==> config.mk <==
export PLATFORM = sky130hd
export DESIGN_NAME = rr_arb8_flat
export DESIGN_NICKNAME = d
export VERILOG_FILES = /design/src/rtl/arb_pkg.sv /design/src/rtl/rr_arb8_if.sv /design/src/rtl/rr_arb8_prio_enc8.sv /design/src/rtl/rr_arb8.sv /design/src/flat_wrapper.sv
export SDC_FILE = /design/constraint.sdc
export NUM_CORES = 1
export LEC_CHECK = 0
export BUFFER_PORTS_ARGS = -buffer_cell sky130_fd_sc_hd__buf_4
export CORE_MARGIN = 1.5
export CORE_UTILIZATION = 40
export CTS_CLUSTER_DIAMETER = 50
export DETAILED_ROUTE_END_ITERATION = 10
export SYNTH_ARGS = -nofsm -noshare
export SYNTH_HDL_FRONTEND = slang
export SYNTH_HIERARCHICAL = 1
export SYNTH_SLANG_ARGS = --single-unit
==> constraint.sdc <==
create_clock -name clk -period 4.4 [get_ports clk]
set_input_delay 0.66 -clock clk [delete_from_list [all_inputs] [get_ports clk]]
set_output_delay 0.66 -clock clk [all_outputs]
set_load 0.01 [all_outputs]
==> src/rtl/arb_pkg.sv <==
// Shared constants and types for the 8-way round-robin arbiter.
// Optional hold-limit feature: ARB_TIMEOUT_EN.
package arb_pkg;
  localparam int N_REQ = 8;
  localparam int ID_W = 3;
  localparam int CNT_W = 8;
  localparam int HOLD_CYCLES_DEF = 16;

  typedef enum logic {
    IDLE,
    GRANT
  } state_e;
endpackage

==> src/rtl/rr_arb8_if.sv <==
// Request/grant bundle between requesters and rr_arb8.
// Optional hold-limit feature: ARB_TIMEOUT_EN.
interface rr_arb8_if;
  import arb_pkg::*;

  logic [N_REQ-1:0] req;
  logic             rel;
  logic [N_REQ-1:0] gnt;
  logic [ID_W-1:0]  gnt_id;
  logic             gnt_valid;
  logic             timeout;

  modport master (
    output req, rel,
    input  gnt, gnt_id, gnt_valid, timeout
  );

  modport slave (
    input  req, rel,
    output gnt, gnt_id, gnt_valid, timeout
  );
endinterface

==> src/rtl/rr_arb8_prio_enc8.sv <==
// 8-to-3 priority encoder, lowest set index wins.
// Optional hold-limit feature: ARB_TIMEOUT_EN.
module prio_enc8
  import arb_pkg::*;
(
  input  logic [N_REQ-1:0] in,
  output logic [ID_W-1:0]  idx,
  output logic             vld
);
  always_comb begin
    idx = '0;
    vld = |in;
    priority case (1'b1)
      in[0]:   idx = 3'd0;
      in[1]:   idx = 3'd1;
      in[2]:   idx = 3'd2;
      in[3]:   idx = 3'd3;
      in[4]:   idx = 3'd4;
      in[5]:   idx = 3'd5;
      in[6]:   idx = 3'd6;
      in[7]:   idx = 3'd7;
      default: idx = 3'd0;
    endcase
  end
endmodule

==> src/rtl/rr_arb8.sv <==
// 8-way round-robin arbiter with back-to-back handover.
// Optional hold-limit feature: ARB_TIMEOUT_EN.
module rr_arb8
  import arb_pkg::*;
#(
  parameter int HOLD_CYCLES = HOLD_CYCLES_DEF
) (
  input  logic clk,
  input  logic rst_n,
  rr_arb8_if.slave bus
);
  if (HOLD_CYCLES < 2 || HOLD_CYCLES > 255) begin : g_bad_hold
    $error("HOLD_CYCLES out of range");
  end

  state_e           state_q, state_d;
  logic [ID_W-1:0]  ptr_q, ptr_d;
  logic [N_REQ-1:0] gnt_q, gnt_d;
  logic [ID_W-1:0]  id_q, id_d;
  logic             to_q, to_d;

  logic             own_req;
  logic             nat_rel;
  logic             to_evt;
  logic             rel_evt;
  logic             new_gnt;
  logic [N_REQ-1:0] elig;
  logic [2*N_REQ-1:0] dbl;
  logic [ID_W-1:0]  enc_idx;
  logic             enc_vld;
  logic [ID_W-1:0]  win_id;

`ifdef ARB_TIMEOUT_EN
  logic [CNT_W-1:0] cnt_q, cnt_d;
  logic             at_lim;

  assign at_lim = (cnt_q == CNT_W'(HOLD_CYCLES - 1));
  assign to_evt = (state_q == GRANT) & at_lim & ~nat_rel;
`else
  assign to_evt = 1'b0;
`endif

  assign own_req = |(bus.req & gnt_q);
  assign nat_rel = bus.rel | ~own_req;
  assign rel_evt = nat_rel | to_evt;

  // ptr sits just past the owner, so the owner is searched last
  assign elig = to_evt ? (bus.req & ~gnt_q) : bus.req;
  assign dbl = {elig, elig} >> ptr_q;

  prio_enc8 u_enc (
    .in  (dbl[N_REQ-1:0]),
    .idx (enc_idx),
    .vld (enc_vld)
  );

  assign win_id = enc_idx + ptr_q;

  always_comb begin
    state_d = state_q;
    ptr_d   = ptr_q;
    gnt_d   = gnt_q;
    id_d    = id_q;
    to_d    = 1'b0;
    new_gnt = 1'b0;
    unique case (state_q)
      IDLE: begin
        new_gnt = enc_vld;
      end
      GRANT: begin
        if (rel_evt) begin
          to_d    = to_evt;
          new_gnt = enc_vld;
          if (!enc_vld) begin
            state_d = IDLE;
            gnt_d   = '0;
            id_d    = '0;
          end
        end
      end
      default: begin
        state_d = IDLE;
        gnt_d   = '0;
        id_d    = '0;
      end
    endcase
    if (new_gnt) begin
      state_d = GRANT;
      gnt_d   = N_REQ'(1) << win_id;
      id_d    = win_id;
      ptr_d   = win_id + 3'd1;
    end
  end

`ifdef ARB_TIMEOUT_EN
  always_comb begin
    cnt_d = cnt_q;
    if (new_gnt || state_d == IDLE)
      cnt_d = '0;
    else if (state_q == GRANT && !rel_evt)
      cnt_d = cnt_q + 1'b1;
  end

  always_ff @(posedge clk or negedge rst_n) begin
    if (!rst_n) cnt_q <= '0;
    else        cnt_q <= cnt_d;
  end
`endif

  always_ff @(posedge clk or negedge rst_n) begin
    if (!rst_n) begin
      state_q <= IDLE;
      ptr_q   <= '0;
      gnt_q   <= '0;
      id_q    <= '0;
      to_q    <= 1'b0;
    end else begin
      state_q <= state_d;
      ptr_q   <= ptr_d;
      gnt_q   <= gnt_d;
      id_q    <= id_d;
      to_q    <= to_d;
    end
  end

  assign bus.gnt       = gnt_q;
  assign bus.gnt_id    = id_q;
  assign bus.gnt_valid = (state_q == GRANT);
  assign bus.timeout   = to_q;
endmodule

==> src/flat_wrapper.sv <==
// flat-port wrapper written by rule: the top's interface ports become plain ports
module rr_arb8_flat import arb_pkg::*;
#(
  parameter int HOLD_CYCLES = HOLD_CYCLES_DEF
)
  (clk, rst_n, bus_req, bus_rel, bus_gnt, bus_gnt_id, bus_gnt_valid, bus_timeout);
  rr_arb8_if bus_i ();
  input  logic clk;
  input  logic rst_n;
  input wire logic [$bits(bus_i.req)-1:0] bus_req;
  input wire logic [$bits(bus_i.rel)-1:0] bus_rel;
  output wire logic [$bits(bus_i.gnt)-1:0] bus_gnt;
  output wire logic [$bits(bus_i.gnt_id)-1:0] bus_gnt_id;
  output wire logic [$bits(bus_i.gnt_valid)-1:0] bus_gnt_valid;
  output wire logic [$bits(bus_i.timeout)-1:0] bus_timeout;
  assign bus_i.req = bus_req;
  assign bus_i.rel = bus_rel;
  assign bus_gnt = bus_i.gnt;
  assign bus_gnt_id = bus_i.gnt_id;
  assign bus_gnt_valid = bus_i.gnt_valid;
  assign bus_timeout = bus_i.timeout;
  rr_arb8 #(.HOLD_CYCLES(HOLD_CYCLES)) u_core (.clk(clk), .rst_n(rst_n), .bus(bus_i));
endmodule
Word-level counts from Yosys, hierarchy flattened
Cells that the tools add are included.

storage, ports and cells
  register bits = 15
  input port bits = 11
  output and inout port bits = 13
  logic and storage cells = 40

cells by class
  $add $sub $neg = 2
  equal/unequal tests = 1
  shifts and indexed selects = 2
  mux-type cells = 22
  bitwise gates (word level) = 4
  reduce and logical (&&, ||, !) cells = 5

operators by type and width
  kind                   number
  $mux W3                12
  $mux W8                4
  $reduce_or A8 Y1       2
  $shr A16 B3 Y8         1
  $and A8 B8 Y8          1
  $shl A1 B3 Y8 const A  1
  $mux W1                5
  $reduce_bool A2 Y1     2
  $add A3 B1 Y3 const B  1
  $add A3 B3 Y3          1
  $reduce_and A3 Y1      1
  $ne A2 B1 Y1 const B   1
  $not A1 Y1             2
  $pmux W1 S2            1
  $or A1 B1 Y1           1

Longest topological paths before layout
Gate-level depths: netlist of run 1.

  depth after elaboration = 12
  mapped depth = 13
  gate-level depth less buffers = 12

By module
The synthesis of run 1 kept the hierarchy.

modules (own cells, without submodules)
  module     times used  cells an instance  area an instance (µm²)  sequential area each (µm²)
  rr_arb8    1           76                 1133.6                  375.4
  prio_enc8  1           13                 80.1                    0.0

Worst setup path before layout of run 1
Ideal clock, no wire load.

  path type = input to register
  start = input bus_req[4]
  end = register u_core.ptr_q[2]
  library setup time = 0.125 ns
  arrival = 3.441 ns
  data required time = 4.275 ns
  path slack = 0.834 ns
  cell stages on the path = 12
  path buffers = 0
  cell sequence = mux4_1 -> mux2_2 -> nor2b_1 -> o21bai_1 -> o41ai_1 -> ha_1 -> fa_1 -> xor2_4 -> xnor2_2 -> inv_1 -> ha_1 -> mux2_4

between the ends
  elaborated cells on any way between the ends = 18
  those cells by class = add/sub: 2; shift: 1; mux: 10; bitwise: 3; reduce/logical: 2

RTL lines
  what                   RTL line                 RTL
  from (decl)            flat_wrapper.sv:10       input wire logic [$bits(bus_i.req)-1:0] bus_req;
  $shr A16 B3 Y8         rr_arb8.sv:49            assign dbl = {elig, elig} >> ptr_q;
  net u_core.dbl[3]      rr_arb8.sv:28            logic [2*N_REQ-1:0] dbl;
  $mux W3 (4 in series)  rr_arb8_prio_enc8.sv:13  priority case (1'b1)
  net u_core.enc_idx[0]  rr_arb8.sv:29            logic [ID_W-1:0] enc_idx;
  $add A3 B3 Y3          rr_arb8.sv:57            assign win_id = enc_idx + ptr_q;
  $add A3 B1 Y3          rr_arb8.sv:91            ptr_d = win_id + 3'd1;
  to (signal assigned)   rr_arb8.sv:119           ptr_q <= ptr_d;
  to (decl)              rr_arb8.sv:17            logic [ID_W-1:0] ptr_q, ptr_d;

The timed path passes the listed nets, and every way through them passes these cells.
A chain may end at the register's enable or synchronous reset.

Worst setup path after layout of run 1
  start = register u_core.ptr_q[0]
  end = register u_core.ptr_q[2]

between the ends
  elaborated cells on any way between the ends = 14
  those cells by class = add/sub: 2; shift: 1; mux: 10; reduce/logical: 1

RTL lines
  what                   RTL line
  $shr A16 B3 Y8         rr_arb8.sv:49
  net u_core.dbl[3]      rr_arb8.sv:28
  $mux W3 (4 in series)  rr_arb8_prio_enc8.sv:13
  net u_core.enc_idx[0]  rr_arb8.sv:29
  $add A3 B3 Y3          rr_arb8.sv:57
  $add A3 B1 Y3          rr_arb8.sv:91

The timed path passes the listed nets, and every way through them passes these cells.

==> results_dict.tcl, run 1 <==
set metrics [dict create \
    cts_resized 0 \
    fmax_mhz 260 \
    worstPathCellList "mux4_1 -> mux2_2 -> nor2b_1 -> o21bai_1 -> o41ai_1 -> ha_1 -> fa_1 -> xor2_4 -> xnor2_2 -> inv_1 -> ha_1 -> mux2_4" \
    rsz0062_at_grt "false" \
    nets 129 \
    final_util 0.493 \
    crit_arrival_ns 4.03 \
    num_vias 838 \
    cts_hold_buf 0 \
    ys_types 35 \
    synthTopCellsByArea "dfrtp_1 (31%), mux4_1 (13%), mux2_2 (7.4%)" \
    portBuffers 22 \
    synthesis.area_mm2 0.00121 \
    slew_headroom 0.441 \
    first_pass_iters 6 \
    drc_errors 0 \
    clk_pin_slew_ns 0.09 \
    min_period_over_period 0.875 \
    cts-root-buf "clkbuf_4" \
    start_util 0.429 \
    grt_pass1_vias 828 \
    holdCritPathClass "in2async" \
    synth_cells 89 \
    syn_nets 108 \
    drt_wl_total_um 2630 \
    netlist.area_leader.share 0.309 \
    cts_tree "yes" \
    route.detailed.vias_per_inst 5.99 \
    ctsLongestPathBuffers 2 \
    hold_viol_final 0 \
    rows 19 \
    ys_ff_latch 15 \
    post_route_cells_drive_above_1_share 0.431 \
    syn_to_final_growth_pct 14.8 \
    clk_latency_ns 0.29 \
    wire_per_inst_um 18.8 \
    post-synth-top-area-cell "dfrtp_1" \
    antennaDiodeCount 0 \
    cts.sinks 15 \
    place_area_mm2 0.00137 \
    setup_tns_ns 0 \
    fp.dieW_um 58.1 \
    grt_pass1_wl_um 4310 \
    fin_crit_ns 3.85 \
    cp-end-kind "register" \
    yosys_warnings 6 \
    grt.overflow.total 0 \
    place.gp.congestion 0.806 \
    synth_seq_area_share 0.309 \
    drv_slew 0 \
    drt_iter0_drc 32 \
    max_cap_viol_count 0 \
    avgSynthCellArea_um2 13.6 \
    grt_antenna_before_repair 0 \
    postLayoutCellArea_mm2 0.00139 \
    dp_hpwl_um 1980 \
    die_area_mm2 0.00337 \
    worst_pin_slew_ns 0.837 \
    h-tree-depth 1 \
    critical_path.startpoint_type "register" \
    coreArea_mm2 0.00283 \
    finalSetupViolations 0 \
    cts_setup_buffers 0 \
    die_h_um 58.1 \
    cp_slowest_stage_delay_ns 0.63 \
    critical_path_required_ns 4.58 \
    reg2reg_slack_ns 0.55 \
    path_common_cell "ha_1" \
    critical_path_class "reg2reg" \
    grt_start_max_net_pins 16 \
    status "completed" \
    grt_usage 0.169 \
    ios 24 \
    cts_buffers 3 \
    ant_nets 0 \
    crit_fanout 10 \
    clock_skew_ns 0.00370 \
    critical_path.slowest_cell "dfrtp_1" \
]
[area by class of cell]
type	count	area (um2)
Timing Repair Buffer	22	165
Tap cell	31	38.8
Fill cell	258	1440
Inverter	5	18.8
Clock buffer	3	22.5
Sequential cell	15	375
Clock inverter	1	5.00
Multi-Input combinational cell	63	768
[registers in the layout (all words and copies together) (netlist names)]
name                  cells
u_core/bus.gnt            8
u_core/ptr_q              3
u_core/bus.gnt_valid      1
u_core/bus.gnt_id         3
[metal layers]
| metal | track usage | routed length (um) | vias to the layer above |
|---|---|---|---|
| met3 | 0.0379 | 135 | 4 |
| met5 | 0 | 0 | - |
| met2 | 0.261 | 1260 | 28 |
| li1 | - | - | 391 |
| met4 | 0.0498 | 26 | 0 |
| met1 | 0.237 | 1210 | 415 |
[logic make-up after synthesis]
family,Yosys count,synth area share
AO/OA/AOI/OAI,22,0.165
XOR/XNOR,2,0.0361
adder cells (fa/ha/maj),8,0.0887
buffers and inverters,11,0.0577
flip-flops,15,0.309
multiplexers,19,0.274
other,1,0.00309
AND/OR/NAND/NOR,11,0.0660
[final timing paths]
| check | startpoint | end | depth (start not counted) |
|---|---|---|---|
| setup / recovery | u_core/ptr_q[0] | u_core/ptr_q[2] | 12 |
| hold / removal | rst_n | u_core/bus.gnt[6] | 1 |
| setup reg to reg | u_core/ptr_q[0] | u_core/ptr_q[2] | 12 |
| hold reg to reg | u_core/bus.gnt_id[2] | u_core/bus.gnt_id[2] | 1 |
| max in group asynchronous | rst_n | u_core/ptr_q[2] | 1 |
| min in group clk | u_core/bus.gnt_id[2] | u_core/bus.gnt_id[2] | 1 |
[synth_stat cells (all sizes together)]
cell,instances
dfrtp,15
mux2,10
mux4,8
a22o,7
ha,7
buf,6
inv,5
a22oi,4
a32o,3
nor2b,3
nor2,2
nor4,2
o21bai,2
a211oi,1
a21o,1
a21oi,1
a41oi,1
conb,1
fa,1
mux2i,1
nand2,1
nand2b,1
nor3b,1
o21ai,1
o41ai,1
or2,1
xnor2,1
xor2,1
[worst max-delay path: cells and delay by family, from the launching register on]
kind | cells | cell delay [ns]
XOR/XNOR | 2 | 0.54
multiplexers | 3 | 1.17
AND/OR/NAND/NOR | 1 | 0.14
flip-flops | 1 | 0.63
AO/OA/AOI/OAI | 2 | 0.21
buffers and inverters | 1 | 0.09
adder cells (fa/ha/maj) | 3 | 0.94
[through the flow]
stage / hold slack, ns / setup WS, ns / instances
after CTS: 0.205 / 0.554 / 140
after global placement: 0.475 / 0.564 / 136
after detailed placement: 0.478 / 0.498 / 136
after global routing: 0.202 / 0.327 / 140
final: 0.201 / 0.551 / 140
after floorplan: 0.364 / 0.834 / 89
[cells in the final DEF (no fill, tap or decap), types with 2 or more instances in the layout]
cell type   n
nor2b_1     3
buf_4      22
mux2_4      2
dfrtp_1    15
mux4_1      6
inv_1       5
a22oi_1     4
clkbuf_4    3
ha_1        7
mux4_2      2
mux2_2      8
nor2_1      2
a22o_1      6
a32o_1      3
Power of run 1 is not shown: default switching activity piles up to over one toggle a cycle in this logic, so the estimate is an artifact.
==> inputs of run 2 (changes only) <==
--- a/config.mk
+++ b/config.mk
@@ -6,10 +6,15 @@
 export NUM_CORES = 1
 export LEC_CHECK = 0
 export BUFFER_PORTS_ARGS = -buffer_cell sky130_fd_sc_hd__buf_4
+export CELL_PAD_IN_SITES_DETAIL_PLACEMENT = 1
+export CELL_PAD_IN_SITES_GLOBAL_PLACEMENT = 2
+export CORE_ASPECT_RATIO = 1.5
 export CORE_MARGIN = 1.5
-export CORE_UTILIZATION = 40
+export CORE_UTILIZATION = 37
 export CTS_CLUSTER_DIAMETER = 50
 export DETAILED_ROUTE_END_ITERATION = 10
+export PLACE_DENSITY_LB_ADDON = 0.1
+export SLEW_MARGIN = 25
 export SYNTH_ARGS = -nofsm -noshare
 export SYNTH_HDL_FRONTEND = slang
 export SYNTH_HIERARCHICAL = 1
==> results_dict.tcl, run 2 (synthesized netlist as in run 1, its figures left out) <==
set metrics [dict create \
    critical_path_class "reg2reg" \
    cts_hold_buf 0 \
    critical_path_required_ns 4.53 \
    min_period_over_period 0.888 \
    max_cap_viol_count 0 \
    ant_nets 0 \
    fp.dieW_um 49.8 \
    portBuffers 22 \
    rows 25 \
    cts_resized 0 \
    cts.sinks 15 \
    cp-end-kind "register" \
    reg2regPathDepth 12 \
    fmax_mhz 256 \
    drv_slew 0 \
    status "completed" \
    coreArea_mm2 0.00313 \
    route.detailed.vias_per_inst 5.64 \
    slew_headroom 0.429 \
    drt_iter0_drc 12 \
    fin_crit_ns 3.91 \
    nets 129 \
    dp_hpwl_um 2330 \
    rsz0062_at_grt "false" \
    worst_pin_slew_ns 0.855 \
    final_cell_mix "buf_4 (22), dfrtp_1 (15), mux2_2 (8)" \
    grt.met3_usage 0.0287 \
    place.gp.congestion 0.758 \
    crit_fanout 10 \
    clk_latency_ns 0.24 \
    critical_path.startpoint_type "register" \
    post_route_cells_drive_above_1_share 0.422 \
    use_met2 0.335 \
    cts_buffers 3 \
    drt_wl_total_um 2860 \
    ctsLongestPathBuffers 2 \
    largest_reg_flops 8 \
    num_vias 841 \
    grt_start_max_net_pins 16 \
    r2r-end "u_core/ptr_q[2]" \
    reg2reg_slack_ns 0.49 \
    clk_pin_slew_ns 0.06 \
    hold_viol_final 0 \
    clock_skew_ns 0.000844 \
    grt.overflow.total 0 \
    die_h_um 73.1 \
    ios 24 \
    cts_setup_buffers 0 \
    r2r_start "u_core/ptr_q[0]" \
    drc_errors 0 \
    syn_to_final_growth_pct 17.2 \
    cts-root-buf "clkbuf_8" \
    die_area_mm2 0.00364 \
    grt_use_met1 0.204 \
    start_util 0.388 \
    grt_antenna_before_repair 0 \
    final_util 0.455 \
    holdCritPathClass "in2async" \
    first_pass_iters 4 \
    antennaDiodeCount 0 \
    cts_tree "yes" \
    crit_arrival_ns 4.03 \
    grt_pass1_vias 916 \
    final_common_cell "buf_4" \
    grt_pass1_wl_um 4860 \
    finalSetupViolations 0 \
    h-tree-depth 1 \
    setup_tns_ns 0 \
    wire_per_inst_um 19.2 \
    grt.busiest_layer "met2" \
    grt_usage 0.180 \
]
-- run 2: area by class of cell --
class	instances	area (um2)
Tap cell	40	50.0
Inverter	5	18.8
Fill cell	335	1710
Multi-Input combinational cell	63	768
Clock buffer	4	45.0
Timing Repair Buffer	22	165
Sequential cell	15	375
-- run 2: metrics by stage --
step | cell area, um2 | instances | worst slack (ns) | hold slack [ns]
5_1_grt | 1420 | 149 | 0.337 | 0.264
3_5_place_dp | 1380 | 145 | 0.428 | 0.481
2_1_floorplan | 1210 | 89 | 0.834 | 0.364
6_report | 1420 | 149 | 0.493 | 0.259
3_3_place_gp | 1380 | 145 | 0.524 | 0.476
4_1_cts | 1420 | 149 | 0.486 | 0.267
-- run 2: per-layer routing --
layer | vias to the layer above | share of wire
li1 | 391 | -
met1 | 436 | 0.40
met2 | 12 | 0.57
met3 | 2 | 0.022
met4 | 0 | 0.011
met5 | - | 0
-- run 2: critical path, stage by stage, from the launching register on --
cell and delay [ns]:
dfrtp_1 0.61, mux4_1 0.64, mux2_2 0.32, nor2b_1 0.14, o21bai_1 0.12, o41ai_1 0.10, ha_1 0.20, fa_1 0.45
xor2_4 0.19, xnor2_2 0.37, inv_1 0.09, ha_1 0.31, mux2_4 0.25
-- run 2: worst max path at each step --
| stage | end | cells past startpoint | start | slack (ns) |
|---|---|---|---|---|
| finish | u_core/ptr_q[2] | 12 | u_core/ptr_q[0] | 0.49 |
| global route | u_core/ptr_q[2] | 12 | u_core/ptr_q[0] | 0.34 |
| CTS | u_core/ptr_q[2] | 12 | u_core/ptr_q[0] | 0.49 |
| detailed placement | u_core/ptr_q[2] | 13 | bus_req[4] | 0.43 |
| global placement | u_core/ptr_q[2] | 13 | bus_req[4] | 0.52 |
| floorplan | u_core/ptr_q[2] | 12 | bus_req[4] | 0.83 |
Power of run 2 is left out for the same reason.
==> inputs of run 3 (changes only) <==
--- a/config.mk
+++ b/config.mk
@@ -13,6 +13,7 @@
 export CORE_UTILIZATION = 37
 export CTS_CLUSTER_DIAMETER = 50
 export DETAILED_ROUTE_END_ITERATION = 10
+export MAX_ROUTING_LAYER = met4
 export PLACE_DENSITY_LB_ADDON = 0.1
 export SLEW_MARGIN = 25
 export SYNTH_ARGS = -nofsm -noshare
==> results_dict.tcl, run 3 (synthesized netlist as in run 1, its figures left out) <==
set metrics [dict create \
    fin_crit_ns 3.91 \
    drc_errors 0 \
    dp_slack_ns 0.428 \
    reg2reg_slack_ns 0.49 \
    wire_per_inst_um 19.2 \
    status "completed" \
    setup_slack_ns 0.493 \
    min_period_over_period 0.888 \
    clk_latency_ns 0.24 \
    postLayoutCellArea_mm2 0.00142 \
    ios 24 \
    start_util 0.388 \
    place.gp.congestion 0.768 \
    max_cap_viol_count 0 \
    grt_pass1_vias 914 \
    grt.overflow.total 0 \
    r2r-end "u_core/ptr_q[2]" \
    first_pass_iters 4 \
    grt_start_max_net_pins 16 \
    final_cells 149 \
    path_buf_inv 1 \
    largest_reg_flops 8 \
    cp_slowest_stage_delay_ns 0.64 \
    slew_headroom 0.429 \
    hold_viol_final 0 \
    drt_wl_total_um 2860 \
    grt_antenna_before_repair 0 \
    cts_setup_buffers 0 \
    worstPathCellList "mux4_1 -> mux2_2 -> nor2b_1 -> o21bai_1 -> o41ai_1 -> ha_1 -> fa_1 -> xor2_4 -> xnor2_2 -> inv_1 -> ha_1 -> mux2_4" \
    critical_path_class "reg2reg" \
    reg2regPathDepth 12 \
    critical_path_required_ns 4.53 \
    syn_to_final_growth_pct 17.2 \
    antennaDiodeCount 0 \
    grt_usage 0.185 \
    ctsLongestPathBuffers 2 \
    critical_path.slowest_cell "mux4_1" \
    ant_nets 0 \
    final_cell_mix "buf_4 (22), dfrtp_1 (15), mux2_2 (8)" \
    rsz0062_at_grt "false" \
    critical_path.startpoint_type "register" \
    post_route_cells_drive_above_1_share 0.422 \
    place_inst 145 \
    num_vias 841 \
    drt_iter0_drc 15 \
    crit_family "multiplexers" \
    nets 129 \
    dp_hpwl_um 2330 \
    cts_hold_buf 0 \
    route.detailed.vias_per_inst 5.64 \
    die_h_um 73.1 \
    finalSetupViolations 0 \
    final_common_cell "buf_4" \
    worst_pin_slew_ns 0.855 \
    holdCritPathClass "in2async" \
    place_area_mm2 0.00138 \
    drv_slew 0 \
    cts_buffers 3 \
    fp.dieW_um 49.8 \
    setup_tns_ns 0 \
    h-tree-depth 1 \
    cts_resized 0 \
    fmax_mhz 256 \
    r2r_start "u_core/ptr_q[0]" \
    grt_pass1_wl_um 4860 \
    crit_fanout 10 \
    cts.sinks 15 \
    path_common_cell "ha_1" \
    clock_skew_ns 0.000777 \
    crit_arrival_ns 4.03 \
    cts-root-buf "clkbuf_8" \
    portBuffers 22 \
    die_area_mm2 0.00364 \
    cts_tree "yes" \
    cp-end-kind "register" \
    clk_pin_slew_ns 0.06 \
    rows 25 \
    coreArea_mm2 0.00313 \
]
==> run 3: worst max path at each step <==
stage	slack (ns)	depth (start not counted)	start	endpoint
after floorplan	0.83	12	bus_req[4]	u_core/ptr_q[2]
after global placement	0.52	13	bus_req[4]	u_core/ptr_q[2]
after detailed placement	0.43	13	bus_req[4]	u_core/ptr_q[2]
after CTS	0.49	12	u_core/ptr_q[0]	u_core/ptr_q[2]
after global routing	0.34	12	u_core/ptr_q[0]	u_core/ptr_q[2]
final	0.49	12	u_core/ptr_q[0]	u_core/ptr_q[2]
==> run 3: area by class of cell <==
type,count,area [um2]
fill,335,1710
multi-input combinational,63,768
sequential,15,375
timing repair buffer,22,165
inverter,5,18.8
tap,40,50.0
clock buffer,4,45.0
==> run 3: per-layer routing <==
| metal | track usage | vias up | wire (um) |
|---|---|---|---|
| li1 | - | 391 | - |
| met1 | 0.206 | 436 | 1130 |
| met2 | 0.335 | 12 | 1630 |
| met3 | 0.0266 | 2 | 62 |
| met4 | 0.0648 | 0 | 34 |
| met5 | - | - | 0 |
==> run 3: metrics by stage <==
step / hold WS, ns / utilization
2_1_floorplan: 0.364 / -
3_3_place_gp: 0.476 / 0.440
3_5_place_dp: 0.481 / 0.440
4_1_cts: 0.267 / 0.455
5_1_grt: 0.264 / 0.455
6_report: 0.260 / 0.455
==> run 3: worst register-to-register path: cells and delay by family (launching register included) <==
kind | cells | cell delay [ns]
mux | 3 | 1.21
simple gates | 1 | 0.14
compound gates | 2 | 0.22
xor+xnor | 2 | 0.56
flops | 1 | 0.61
buf+inv | 1 | 0.09
fa+ha+maj | 3 | 0.96
Power of run 3 is left out for the same reason.
